`src/rtl/ram_arbiter.sv`:
```
// Two-master arbiter for a single-port synchronous RAM: round-robin on conflict,
// lockable ownership with a starvation bound, and per-master read-data return.
module ram_arbiter #(
    parameter int D_WIDTH = 8,
    parameter int A_WIDTH = 8
) (
    input  logic               clk,
    input  logic               reset_n,
    input  logic               m0_req,
    input  logic               m0_we,
    input  logic               m0_lock,
    input  logic [A_WIDTH-1:0] m0_addr,
    input  logic [D_WIDTH-1:0] m0_wdata,
    output logic               m0_gnt,
    output logic               m0_rvalid,
    output logic [D_WIDTH-1:0] m0_rdata,
    input  logic               m1_req,
    input  logic               m1_we,
    input  logic               m1_lock,
    input  logic [A_WIDTH-1:0] m1_addr,
    input  logic [D_WIDTH-1:0] m1_wdata,
    output logic               m1_gnt,
    output logic               m1_rvalid,
    output logic [D_WIDTH-1:0] m1_rdata,
    output logic               ram_we,
    output logic [A_WIDTH-1:0] ram_addr,
    output logic [D_WIDTH-1:0] ram_din,
    input  logic [D_WIDTH-1:0] ram_dout
);

    typedef enum logic [1:0] {IDLE, OWN0, OWN1} state_t;

    state_t     state, state_next;
    logic       ptr;
    logic [4:0] own_cnt;
    logic       expired;
    logic       arb;
    logic       rv0, rv1;

    assign expired = (own_cnt == 5'd16);

    always_comb begin
        state_next = state;
        arb        = 1'b0;
        m0_gnt     = 1'b0;
        m1_gnt     = 1'b0;
        case (state)
            IDLE: arb = 1'b1;
            OWN0: if (expired && m1_req) arb = 1'b1; else m0_gnt = m0_req;
            OWN1: if (expired && m0_req) arb = 1'b1; else m1_gnt = m1_req;
            default: arb = 1'b1;
        endcase
        // ptr holds the last granted master, so the other one wins a conflict
        if (arb) begin
            if (m0_req && m1_req) begin
                m0_gnt = ptr;
                m1_gnt = !ptr;
            end else begin
                m0_gnt = m0_req;
                m1_gnt = m1_req;
            end
        end
        if (!reset_n) begin
            m0_gnt = 1'b0;
            m1_gnt = 1'b0;
        end
        if (m0_gnt)      state_next = m0_lock ? OWN0 : IDLE;
        else if (m1_gnt) state_next = m1_lock ? OWN1 : IDLE;
    end

    always_ff @(posedge clk) begin
        if (!reset_n) begin
            state   <= IDLE;
            ptr     <= 1'b1;
            own_cnt <= 5'd0;
            rv0     <= 1'b0;
            rv1     <= 1'b0;
        end else begin
            state <= state_next;
            if (m0_gnt)      ptr <= 1'b0;
            else if (m1_gnt) ptr <= 1'b1;
            // counts consecutive cycles spent in one ownership state, saturating at 16
            if (state != IDLE && state_next == state)
                own_cnt <= expired ? own_cnt : own_cnt + 5'd1;
            else
                own_cnt <= 5'd0;
            rv0 <= m0_gnt;
            rv1 <= m1_gnt;
        end
    end

    always_comb begin
        ram_we   = 1'b0;
        ram_addr = '0;
        ram_din  = '0;
        if (m0_gnt) begin
            ram_we   = m0_we;
            ram_addr = m0_addr;
            ram_din  = m0_wdata;
        end else if (m1_gnt) begin
            ram_we   = m1_we;
            ram_addr = m1_addr;
            ram_din  = m1_wdata;
        end
    end

    // Masked by reset so a read in flight when reset arrives never reports data
    assign m0_rvalid = rv0 & reset_n;
    assign m1_rvalid = rv1 & reset_n;
    assign m0_rdata  = m0_rvalid ? ram_dout : '0;
    assign m1_rdata  = m1_rvalid ? ram_dout : '0;

endmodule
```
`config.mk`:
```
export PLATFORM = sky130hd
export DESIGN_NAME = ram_arbiter
export DESIGN_NICKNAME = d
export VERILOG_FILES = /design/src/rtl/ram_arbiter.sv
export SDC_FILE = /design/constraint.sdc
export NUM_CORES = 1
export LEC_CHECK = 0
export CAP_MARGIN = 25
export CORE_AREA = 10 10 67 69
export CTS_CLUSTER_SIZE = 24
export DETAILED_ROUTE_END_ITERATION = 12
export DIE_AREA = 0 0 77 79
export PLACE_DENSITY_LB_ADDON = 0.12
export SLEW_MARGIN = 15
export SYNTH_ARGS = -nofsm -noshare
export SYNTH_HDL_FRONTEND = slang
export SYNTH_SLANG_ARGS = --single-unit
```
`constraint.sdc`:
```
create_clock -name clk -period 8.6 [get_ports clk]
set_input_delay 2.58 -clock clk [delete_from_list [all_inputs] [get_ports clk]]
set_output_delay 2.58 -clock clk [all_outputs]
set_load 0.1 [all_outputs]
```
-- Word level (Yosys, flattened, before mapping)
Index checks and enable logic that the tools add are counted.
W data, S select, Z words.
- bits in registers: 10
- input bits: 48
- output and inout bits: 37
- logic and storage cells: 47
- add/sub/neg operators: 1
- eq/ne operators: 4
- mux-type cells: 27
- bitwise logic cells: 2
- reduce and logical (&&, ||, !) cells: 8
- operators with widths (cell ; number):
    $mux W8 ; 6
    $mux W1 ; 17
    $mux W2 ; 3
    $add A5 B1 Y5 const B ; 1
    $eq A5 B5 Y1 const B ; 1
    $logic_and A1 B1 Y1 ; 4
    $reduce_bool A2 Y1 ; 2
    $and A1 B1 Y1 ; 2
    $eq A2 B1 Y1 const B ; 1
    $eq A2 B2 Y1 ; 1
    $eq A2 B2 Y1 const B ; 1
    $pmux W1 S2 ; 1
    $reduce_and A2 Y1 ; 1
    $logic_not A1 Y1 ; 1

-- Logic depth before layout (Yosys ltp)
Gate-level depths: netlist of the first run.
- depth after elaboration: 11
- mapped depth: 10
- depth with buffers taken out: 8

-- Worst setup path after synthesis of the first run
Ideal clock, no wire load.
- path kind: in2out
- start: input m1_req
- end: output ram_din[1]
- arrival: 5567 ps
- data required time: 6020 ps
- setup slack: 453 ps
- stages on the path: 5
- buffers on the path: 1
- path through: a21bo_2 -> a211o_1 -> a31o_2 -> buf_4 -> o21ai_0
- word-level cells in the longest chain between the ends: 7
- elaborated cells on any way between the ends: 16
- those cells by class: mux: 14; reduce/logical: 2
- RTL lines (item ; RTL line ; source):
    from (decl) ; 17 ; input logic m1_req,
    $logic_and A1 B1 Y1 ; 49 ; OWN0: if (expired && m1_req) arb = 1'b1; else m0_gnt = m0_req;
    $mux W1 ; 49 ;
    $pmux W1 S2 ; 47 ; case (state)
    $mux W1 ; 54 ; if (arb) begin
    $mux W1 ; 63 ; if (!reset_n) begin
    $mux W8 ; 100 ; end else if (m1_gnt) begin
    $mux W8 (*) ; 96 ; if (m0_gnt) begin
    to (decl) ; 27 ; output logic [D_WIDTH-1:0] ram_din,
Every way passes the cells marked *; elsewhere a longest branch is shown, timed or not.

-- Worst setup path after layout of the first run
- start: input reset_n
- end: output ram_din[7]
- word-level cells in the longest chain between the ends: 3
- elaborated cells on any way between the ends: 4
- those cells by class: mux: 4
- RTL lines (item ; RTL line ; source):
    from (decl) ; 8 ; input logic reset_n,
    $mux W1 ; 63 ;
    $mux W8 ; 100 ;
    $mux W8 (*) ; 96 ;
Marks and branches as above.

==> summary.txt, run 1 <==
Outcome
  – Status: finished, final reports clean

Power and ir drop
  – Worst VDD drop: 79.9 uV
  – Pwr dens: 138 nW/um^2
  – Pleak: 0.000847 uW

Floorplanning
  – Core area: 3230 sq um
  – Full die area: 6080 sq um
  – Die H: 79 um
  – FP Rows: 21
  – Die width: 77 um
  – IO Pins: 85
  – Initial core utilization: 0.338

Synthesis
  – Area leader, netlist: dfxtp_1
  – Synth top area cells: dfxtp_1 18%, nand2_1 11%, and3_1 9.2%, o21ai_2 6.4%, ha_1 5.7%
  – Seq cells post-synth: 10
  – Register area share after synthesis: 0.183
  – Mapped cell area: 1090 sq um
  – Synth unique cells: 42
  – Synthesized net count: 205
  – Async S/R FF share, synth: 0
  – Most used DFF post-synth: dfxtp_1
  – Count leader, synth: nand2_1
  – Post-synth top area share: 0.183
  – Syn Area/Cell: 7.19 sq um
  – Post-synth EDFFs: 0
  – YS warnings: 0
  – Synth cell count leaders: 31 x nand2_1, 16 x and3_1, 10 x dfxtp_1
  – Synth Instances: 152

Detailed routing
  – Vias/cell: 4.81
  – Final WL: 3990 um
  – Drt wl/cell: 14.4 um
  – Final ANT Viol Nets: 0
  – DRT iter0 DRCs: 30
  – Number of remaining DRC errors: 0
  – TritonRoute pass-1 iters: 4
  – Via count: 1331

Clocking
  – CTS tree: yes
  – Clock Path Buffers: 2
  – Clock Sinks: 10
  – Clock slew at reported path FFs: 60 ps
  – CTS resizes: 0
  – Clock latency at the later pin of the worst-skew pair: 260 ps
  – Root buf cell: clkbuf_4
  – Post-CTS Hold Buffers: 0
  – Number of CTS-inserted buffers: 3
  – Post-CTS setup buffer count: 0
  – Htree depth: 1

Final layout
  – Fillers: 314
  – N_diodes: 0
  – Syn-to-layout area delta: 74.6%
  – Layout cells sized above 1: 0.203
  – Fin area: 1910 sq um
  – Fin util: 0.590
  – Sequential Area: 200 sq um
  – Nets: 286
  – Multi-input logic area: 796 sq um
  – Final Non-Filler Cells: 277

Timing
  – Min cycle time layout: 7590 ps
  – RSZ-0062 raised after global routing: false
  – Setup ws final: 1010 ps
  – Final setup vio count: 0
  – Worst-margin pin slew: 993 ps
  – Slew Limit Headroom: 0.336
  – Final hold violation count: 0
  – Max Transition Viols Final: 0
  – Final clock skew: 7.22 ps
  – Tcrit/Tclk final: 0.882
  – TNS Setup: 0 ps
  – Fmax: 0.132 GHz

Critical path
  – Worst path slowest cell: clkdlybuf4s50_1
  – Crit-path cells: clkdlybuf4s50_1 -> nand2_1 -> a2111o_1 -> and2_4 -> inv_2 -> nand2_1 -> o21ai_1 -> buf_4
  – Worst Path Arrival: 5010 ps
  – Kind of critical path: primary input to output pin
  – Cell repeated most along the worst path: nand2_1
  – CP Launch Type: primary input
  – CP required: 6020 ps
  – Crit path max fanout: 22
  – Crit path largest cell delay: 790 ps
  – Crit end category: output pin

GRT
  – GRT Total Usage: 0.125
  – Largest net degree at the start of global routing: 23
  – Initial antenna violation count: 0
  – Vias in the first global route: 1402
  – First-pass GRT wire length: 6560 um
  – Grt ovf: 0

Placement
  – PortBufs: 84
  – Gp weighted congestion: 0.786
  – Pre-CTS WS: 1010 ps
  – Area of placed instances: 1880 sq um
  – DPL Wire Length: 3390 um
  – Placed insts: 274

Flow run
  – Max Cap Violations: 0

Worst hold path
  – Worst min-delay path class: flop to flop
worst max-delay path, delay by kind of cell:
kind / cells / cell delay, ps
buffers and inverters: 3 / 1430
AOI/OAI and AO/OA: 2 / 530
and+or+nand+nor: 3 / 440
layout by cell type (no fill, tap or decap), types with 2 or more instances in the layout:
cell	synthesis	routed
xnor2_1	2	2
o21ai_0	4	4
and3_1	16	16
ha_1	5	5
nand2_1	31	31
nand2b_1	3	3
nand3_1	6	6
nor2b_1	2	2
o21ai_2	8	8
inv_1	9	9
and2_1	3	3
clkdlybuf4s50_1	0	65
nor3_1	5	5
nand4_1	2	2
nor2_1	2	2
nand2_2	8	8
clkbuf_4	0	3
a21oi_2	2	2
buf_4	1	19
dfxtp_1	10	10
o21ai_1	7	7
area by class of cell:
type | instances | share of cell area
clock buffers | 3 | 0.0118
inverters | 10 | 0.0197
multi-input cells | 124 | 0.417
flip-flops and latches | 10 | 0.105
well taps | 46 | 0.0302
repair buffers | 84 | 0.416
logic make-up (layout without fill, tap and decap cells):
family,after synthesis,in the layout,synth area share
buffers and inverters,18,97,0.0882
XOR/XNOR,3,3,0.0241
AO/OA/AOI/OAI,31,31,0.219
AND/OR/NAND/NOR,84,84,0.419
adder cells (fa/ha/maj),5,5,0.0573
flip-flops,10,10,0.183
multiplexers,1,1,0.00916
power breakdown:
part	leakage (uW)	internal, uW	total [uW]	switching [uW]
Combinational	0.000752	51.8	178	127
Clock	0.0000138	16.1	30.0	14.0
Sequential	0.0000816	49.9	54.2	4.36
worst paths after layout:
check	from	endpoint	slack [ps]	cells after the start
setup / recovery	reset_n	ram_din[7]	1010	8
hold / removal	state[1]$_SDFF_PN0_	state[1]$_SDFF_PN0_	590	2
setup reg to reg	state[1]$_SDFF_PN0_	state[0]$_SDFF_PN0_	6120	8
hold reg to reg	state[1]$_SDFF_PN0_	state[1]$_SDFF_PN0_	590	2
stage by stage:
stage	power [uW]	hold WS, ps
after CTS	266	591
after detailed placement	234	550
after global routing	277	608
after floorplan	187	511
after global placement	232	551
final	263	590
sequential cells by signal, indices dropped and copies added, names as in the netlist:
name / flops
own_cnt: 5
rv0: 1
state: 2
ptr: 1
rv1: 1
per-layer routing:
layer / up-vias / GRT usage / routed length [um]
li1: 687 / - / -
met1: 585 / 0.127 / 1600
met2: 55 / 0.234 / 2000
met3: 4 / 0.0484 / 350
met4: 0 / 0.0383 / 38
met5: - / 0 / 0
(Power assumes the default switching activity.)
==> run 2: changes to the inputs <==
SLEW_MARGIN = 30   (was 15)
==> results of run 2 <==
Final layout, timing and power as in run 1 (identical DEF).
==> run 3: changes to the inputs <==
HOLD_SLACK_MARGIN = 0.06   (was default)
SETUP_SLACK_MARGIN = 0.15   (was default)
==> results of run 3 <==
Final layout, timing and power as in run 1 (identical DEF).
